**config.mk**
```make
export PLATFORM = sky130hd
export DESIGN_NAME = pipe_stage_buf_flat
export DESIGN_NICKNAME = d
export VERILOG_FILES = /design/src/rtl/pipe_stage_buf_if.sv /design/src/rtl/pipe_stage_buf.sv /design/src/flat_wrapper.sv
export SDC_FILE = /design/constraint.sdc
export NUM_CORES = 1
export LEC_CHECK = 0
export ABC_AREA = 1
export BUFFER_PORTS_ARGS = -buffer_cell sky130_fd_sc_hd__buf_4
export CAP_MARGIN = 0
export CORE_AREA = 2 2 116 118
export CTS_CLUSTER_DIAMETER = 80
export CTS_CLUSTER_SIZE = 14
export DETAILED_ROUTE_END_ITERATION = 6
export DIE_AREA = 0 0 118 120
export PLACE_DENSITY = 0.75
export SLEW_MARGIN = 20
export SYNTH_ARGS = -nofsm -noshare
export SYNTH_HDL_FRONTEND = slang
export SYNTH_SLANG_ARGS = --single-unit
```
**constraint.sdc**
```tcl
create_clock -name clk -period 1.5 [get_ports clk]
set_input_delay 0.15 -clock clk [delete_from_list [all_inputs] [get_ports clk]]
set_output_delay 0.15 -clock clk [all_outputs]
set_load 0.03 [all_outputs]
```
**src/rtl/pipe_stage_buf_if.sv**
```systemverilog
// Handshake bundle between two CPU stages: the upstream entry (payload, PC, exception codes)
// and the downstream head. slave = the stage buffer, master = whoever drives and consumes it.
interface pipe_stage_buf_if #(
  parameter int DATA_W = 32,
  parameter int PC_W   = 32,
  parameter int EXC_W  = 5
);
  logic              in_valid;
  logic              in_ready;
  logic [DATA_W-1:0] in_data;
  logic [PC_W-1:0]   in_pc;
  logic [EXC_W-1:0]  in_exc;
  logic [EXC_W-1:0]  local_exc;
  logic              out_valid;
  logic              out_ready;
  logic [DATA_W-1:0] out_data;
  logic [PC_W-1:0]   out_pc;
  logic [EXC_W-1:0]  out_exc;

  // Valid/ready: a transfer happens on a rising edge where both valid and ready are high.
  // A valid side holds its payload stable until that edge; ready may change freely.
  modport slave (
    input  in_valid, in_data, in_pc, in_exc, local_exc, out_ready,
    output in_ready, out_valid, out_data, out_pc, out_exc
  );

  modport master (
    output in_valid, in_data, in_pc, in_exc, local_exc, out_ready,
    input  in_ready, out_valid, out_data, out_pc, out_exc
  );
endinterface

```
**src/rtl/pipe_stage_buf.sv**
```systemverilog
// Pipeline stage register carrying payload, PC and merged exception code between two stages,
// with optional 2-entry skid buffer (SKID=1), flush and interrupt kill.
module pipe_stage_buf #(
  parameter int DATA_W = 32,
  parameter int PC_W   = 32,
  parameter int EXC_W  = 5,
  parameter int SKID   = 1
) (
  input  logic               clk,
  input  logic               reset,
  pipe_stage_buf_if.slave    bus,
  input  logic               flush,
  input  logic               kill,
  output logic [1:0]         count
);

  logic              r_head_v;
  logic [DATA_W-1:0] r_head_data;
  logic [PC_W-1:0]   r_head_pc;
  logic [EXC_W-1:0]  r_head_exc;
  logic              r_skid_v;
  logic [DATA_W-1:0] r_skid_data;
  logic [PC_W-1:0]   r_skid_pc;
  logic [EXC_W-1:0]  r_skid_exc;
  logic [1:0]        r_count;

  logic              w_acc;
  logic              w_pop;
  logic [EXC_W-1:0]  w_exc;

  // Older exception (from earlier stages) wins over one detected here.
  assign w_exc = (bus.in_exc != '0) ? bus.in_exc : bus.local_exc;

  // With the skid buffer, in_ready comes straight from the occupancy register so it
  // has no combinational path from out_ready.
  assign bus.in_ready = (SKID != 0) ? (r_count != 2'd2) : (!r_head_v || bus.out_ready);

  assign w_acc = bus.in_valid && bus.in_ready;
  assign w_pop = r_head_v && bus.out_ready;

  assign bus.out_valid = r_head_v;
  assign bus.out_data  = r_head_data;
  assign bus.out_pc    = r_head_pc;
  assign bus.out_exc   = r_head_exc;
  assign count         = r_count;

  always_ff @(posedge clk) begin
    if (reset || kill) begin
      r_head_v    <= 1'b0;
      r_head_data <= '0;
      r_head_pc   <= '0;
      r_head_exc  <= '0;
      r_skid_v    <= 1'b0;
      r_skid_data <= '0;
      r_skid_pc   <= '0;
      r_skid_exc  <= '0;
      r_count     <= 2'd0;
    end else if (flush) begin
      r_head_v <= 1'b0;
      r_skid_v <= 1'b0;
      r_count  <= 2'd0;
    end else begin
      r_count <= r_count + {1'b0, w_acc} - {1'b0, w_pop};
      if (SKID != 0) begin
        if (w_pop && r_skid_v) begin
          // Skid full means in_ready is low, so nothing new arrives on this edge.
          r_head_data <= r_skid_data;
          r_head_pc   <= r_skid_pc;
          r_head_exc  <= r_skid_exc;
          r_skid_v    <= 1'b0;
        end else if (w_pop || !r_head_v) begin
          r_head_v <= w_acc;
          if (w_acc) begin
            r_head_data <= bus.in_data;
            r_head_pc   <= bus.in_pc;
            r_head_exc  <= w_exc;
          end
        end else if (w_acc) begin
          r_skid_v    <= 1'b1;
          r_skid_data <= bus.in_data;
          r_skid_pc   <= bus.in_pc;
          r_skid_exc  <= w_exc;
        end
      end else begin
        if (w_acc) begin
          r_head_v    <= 1'b1;
          r_head_data <= bus.in_data;
          r_head_pc   <= bus.in_pc;
          r_head_exc  <= w_exc;
        end else if (w_pop) begin
          r_head_v <= 1'b0;
        end
      end
    end
  end

endmodule

```
**src/flat_wrapper.sv**
```systemverilog
// flat-port wrapper written by rule: the top's interface ports become plain ports
module pipe_stage_buf_flat 
#(
  parameter int DATA_W = 32,
  parameter int PC_W   = 32,
  parameter int EXC_W  = 5,
  parameter int SKID   = 1
)
  (clk, reset, flush, kill, count, bus_in_valid, bus_in_data, bus_in_pc, bus_in_exc, bus_local_exc, bus_out_ready, bus_in_ready, bus_out_valid, bus_out_data, bus_out_pc, bus_out_exc);
  pipe_stage_buf_if #(.DATA_W(DATA_W), .PC_W(PC_W), .EXC_W(EXC_W)) bus_i ();
  input  logic clk;
  input  logic reset;
  input  logic flush;
  input  logic kill;
  output logic [1:0] count;
  input wire logic [$bits(bus_i.in_valid)-1:0] bus_in_valid;
  input wire logic [$bits(bus_i.in_data)-1:0] bus_in_data;
  input wire logic [$bits(bus_i.in_pc)-1:0] bus_in_pc;
  input wire logic [$bits(bus_i.in_exc)-1:0] bus_in_exc;
  input wire logic [$bits(bus_i.local_exc)-1:0] bus_local_exc;
  input wire logic [$bits(bus_i.out_ready)-1:0] bus_out_ready;
  output wire logic [$bits(bus_i.in_ready)-1:0] bus_in_ready;
  output wire logic [$bits(bus_i.out_valid)-1:0] bus_out_valid;
  output wire logic [$bits(bus_i.out_data)-1:0] bus_out_data;
  output wire logic [$bits(bus_i.out_pc)-1:0] bus_out_pc;
  output wire logic [$bits(bus_i.out_exc)-1:0] bus_out_exc;
  assign bus_i.in_valid = bus_in_valid;
  assign bus_i.in_data = bus_in_data;
  assign bus_i.in_pc = bus_in_pc;
  assign bus_i.in_exc = bus_in_exc;
  assign bus_i.local_exc = bus_local_exc;
  assign bus_i.out_ready = bus_out_ready;
  assign bus_in_ready = bus_i.in_ready;
  assign bus_out_valid = bus_i.out_valid;
  assign bus_out_data = bus_i.out_data;
  assign bus_out_pc = bus_i.out_pc;
  assign bus_out_exc = bus_i.out_exc;
  pipe_stage_buf #(.DATA_W(DATA_W), .PC_W(PC_W), .EXC_W(EXC_W), .SKID(SKID)) u_core (.clk(clk), .reset(reset), .bus(bus_i), .flush(flush), .kill(kill), .count(count));
endmodule
```
# Word-level counts from Yosys, hierarchy flattened

Cells that the tools add are included.
Widths: inputs -> output; s select.

Register bits: 142
Input bits: 80
Word-level logic and storage cells: 40
Output and inout bits: 73

$add $sub $neg: 2
Reductions and logical operators: 15
Eq/ne operators: 1
Bitwise operators: 3
Muxes and demuxes: 10

Operator list:

| operator           | count |
|---|---|
| $mux 32            | 6 |
| $mux 5             | 4 |
| $reduce_bool 5->1  | 1 |
| $reduce_and 2->1   | 2 |
| $reduce_and 4->1   | 1 |
| $reduce_bool 2->1  | 2 |
| $logic_and 1x1->1  | 3 |
| $not 1->1          | 3 |
| $reduce_and 3->1   | 1 |
| $reduce_or 3->1    | 1 |
| $add 2x1->2        | 1 |
| $logic_or 1x1->1   | 2 |
| $ne 2x2->1 const B | 1 |
| $reduce_or 2->1    | 1 |
| $sub 2x1->2        | 1 |
| $logic_not 1->1    | 1 |

# Logic depth before layout (Yosys ltp)

Depth in word-level cells: 5
Depth in mapped cells: 9
Depth with buffers taken out: 8

# Least setup slack after synthesis

No wires, ideal clock.

Kind: reg2reg
Start point: register u_core.r_count[1] (netlist: u_core.count[1])
End point: register u_core.r_count[1] (netlist: u_core.count[1])
Setup time: 0.070 ns
Data arrival time: 1.642 ns
Data required time: 1.430 ns
Buffers on the path: 0
Cell stages (with the launch flop): 8
Slack: -0.212 ns
Clock period less this slack: 1.712 ns
Cell sequence: dfxtp_1 > nand2_2 > nand2_4 > inv_1 > ha_1 > xnor2_1 > or2_2 > a21oi_1

Word-level cells in the longest chain between the ends: 4

RTL lines:

| item                     | line                 | RTL |
|---|---|---|
| start: declaration       | pipe_stage_buf.sv:25 | `logic [1:0] r_count;` |
| start signal: assignment | pipe_stage_buf.sv:63 | `r_count <= r_count + {1'b0, w_acc} - {1'b0, w_pop};` |
| $ne 2x2->1               | pipe_stage_buf.sv:36 | `assign bus.in_ready = (SKID != 0) ? (r_count != 2'd2) : (!r_head_v \|\| bus.out_ready);` |
| net bus_in_ready         | flat_wrapper.sv:22   | `output wire logic [$bits(bus_i.in_ready)-1:0] bus_in_ready;` |
| $logic_and 1x1->1        | pipe_stage_buf.sv:38 | `assign w_acc = bus.in_valid && bus.in_ready;` |
| net u_core.w_acc         | pipe_stage_buf.sv:27 | `logic w_acc;` |
| $add 2x1->2              | pipe_stage_buf.sv:63 |  |
| $sub 2x1->2              | pipe_stage_buf.sv:63 |  |

The timed path passes the listed nets, and every way through them passes these cells.
A chain may end at the register's enable or synchronous reset.

# Worst setup path after layout

Start point: register u_core.r_head_v (netlist: u_core.bus.out_valid)
End point: register u_core.r_count[1] (netlist: u_core.count[1])

Word-level cells in the longest chain between the ends: 2

RTL lines:

| item                     | line                 | RTL |
|---|---|---|
| start: declaration       | pipe_stage_buf.sv:17 | `logic r_head_v;` |
| start signal: assignment | pipe_stage_buf.sv:72 | `r_head_v <= w_acc;` |
| $logic_and 1x1->1        | pipe_stage_buf.sv:39 | `assign w_pop = r_head_v && bus.out_ready;` |
| $sub 2x1->2              | pipe_stage_buf.sv:63 |  |

No other way between the ends.

==> metrics <==
Leak Pwr 3.75 nW; MaxCap Viol Count 0; CTS Buffer Depth 2; Tightest Pin Transition 415 ps; Reg2Reg Depth 8; Placer Congestion 0.759; Min Clock Period, post-route 1500 ps; CTS Sinks 142; Worst Path Arrival 1850 ps; Slew HR 0.723; worst path bufs/invs 2; Worst path depth 8; # H-tree levels 4; first-pass GRT wire length 27200 um; Worst path most repeated cell inv_1; drt wl/cell 13.4 um; routed vias/inst 4.96; fin. max-slew vios 0; Hold Path Stages 3; Post-synth EDFFs 0; post-synth design cell area 6100 um^2; Cell Chain, Critical Path nand2_1 > inv_1 > ha_1 > inv_1 > ha_2 > xnor2_2 > or2_4 > a21oi_2; Setup violations, final 1; synthesis-stage register bit count 142; CP required 1850 ps; crit share post-route 1.00; top cell type's share of synthesized area 0.466; CP max stage cell dfxtp_4; DRC marker count from the first detailed-route iteration 551; TritonCTS buffer count 17; Die H 120 um; area leader, netlist dfxtp_1; outcome finished, violations left; Final Hold Viols 0; Core Area 13000 um^2; clock root cell clkbuf_16; Clock transition at path regs 60 ps; PortBufs 152; Hold Startpoint bus_in_pc[27]; crit-path max cell delay 360 ps; fin worst setup slack -1.22 ps; antenna viol nets, final 0; Setup crit end kind flip-flop; GRT Residual Overflow 0; Crit path max-delay family adder cells; initial antenna violation count 0; Synth Warn # 0; Primary FF master, synth dfxtp_1; Synth cell types 24; Worst setup startpoint u_core.bus.out_valid; reg2reg start u_core.bus.out_valid; Nets 1140; vias in the first global route 5615; largest net degree at the start of global routing 64; total number of vias 6185; CTS tree yes; Total Wirelength 16700 um; Design Power 0.00947 W; ranking of synthesized cells by area dfxtp_1, nand2_1, nor2_1; Post-synth top cells nand2_1, nor2_1, dfxtp_1, o21ai_0, a21oi_1; register area share after synthesis 0.466; Synth async-reset ratio 0; Syn Inst Count 887; CP Class flip-flop to flip-flop; Starting Density 0.470; post-DP HPWL 10400 um; Power Density 1110 nW/um^2; cell row count 42; RSZ-0062 raised after global routing true; Antenna Cells 0; Peak VDD IR 0.578 mV; FMAX 666 MHz; # IOs 153; layout cell share with drive strength beyond 1 0.212; Tot GR Track Use 0.237; Clk Latency, worst-skew pair 420 ps; WHS 3.52 ps; Setup Skew 4.67 ps; Area growth syn-to-layout 40.0%; Die ar. 14200 um^2; final core utilization 0.658; DRT Pass-1 Iters 5; syn_nets 969; worst min path class primary input to flip-flop; Die X 118 um; syn_area_per_cell 6.88 um^2; DRC 0; crit start category flip-flop; violated checks negative setup slack; critical-path maximum fanout 4
area by class of cell:
cell class | instances | area (um^2)
multi-input combinational | 656 | 2840
sequential | 142 | 2850
timing repair buffer | 217 | 1900
clock buffer | 21 | 482
fill | 1148 | 4440
tap | 176 | 220
clock inverter | 11 | 160
inverter | 24 | 90.1
routing by layer:
| layer | GRT usage | routed length (um) | vias up |
|---|---|---|---|
| li1 | - | - | 3175 |
| met1 | 0.300 | 7460 | 2765 |
| met2 | 0.394 | 7980 | 224 |
| met3 | 0.0561 | 997 | 21 |
| met4 | 0.0881 | 264 | 0 |
| met5 | 0 | 0 | - |
through the flow:
stage	instance area [um^2]	worst slack (ps)	setup TNS (ps)	instances
floorplan	6120	33.4	0	887
global placement	7450	60.2	0	1173
detailed placement	7450	13.7	0	1173
CTS	8520	3.37	0	1246
global route	8540	-81.0	-81.0	1247
finish	8540	-1.22	-1.22	1247
logic make-up after synthesis:
logic type,Yosys count,share of synthesized area
simple gates,448,0.286
xor+xnor,1,0.00144
flops,142,0.466
buf+inv,89,0.0740
compound gates,205,0.168
fa+ha+maj,2,0.00410
layout by cell type (no fill, tap or decap), types with 3 or more instances in the layout:
cell type      synthesis  final
a21oi_1               71     70
buf_12                 0     12
buf_4                  9    160
buf_6                  7      3
bufinv_16              0      4
clkbuf_16              0     18
clkinv_2               0      5
dfxtp_1              142    139
dlygate4sd3_1          0     41
inv_1                 21     21
inv_2                  3      3
nand2_1              216    215
nand2_2                3      3
nand4_1                5      5
nor2_1               216    216
o21ai_0              107    103
o21ai_1               26     30
repair_timing:
action / 4_1_cts / 5_1_grt
resized for setup: 2 / 9
setup buffers: 0 / 1
hold buffers: 41 / 0
pin swaps: 1 / 4
setup endpoints to repair: 1 / 47
endpoints found under the hold margin: 41 / 0
flip-flops by register name, summed over array words and instances, names as in the netlist, 2 cells and up:
signal               count
u_core.bus.out_data     32
u_core.bus.out_exc       5
u_core.bus.out_pc       32
u_core.count             2
u_core.r_skid_data      32
u_core.r_skid_exc        5
u_core.r_skid_pc        32
path summary, 6_finish.rpt:
check	endpoint	slack [ps]
max	u_core.count[1]	-1
min reg2reg	u_core.bus.out_data[20]	480
min	u_core.r_skid_pc[27]	4
max reg2reg	u_core.count[1]	-1
worst min-delay path: cells and delay by family:
kind                   cells  cell delay, ps
AOI/OAI and AO/OA          1              80
buffers and inverters      1              80
and+or+nand+nor            1              80
power by group:
part / leakage [nW] / internal (W) / switching [W]
Sequential: 1.15 / 0.00384 / 0.0000409
Clock: 0.314 / 0.00295 / 0.00158
Combinational: 2.29 / 0.000477 / 0.000574
Total: 3.75 / 0.00727 / 0.00220
(Power assumes the default switching activity.)
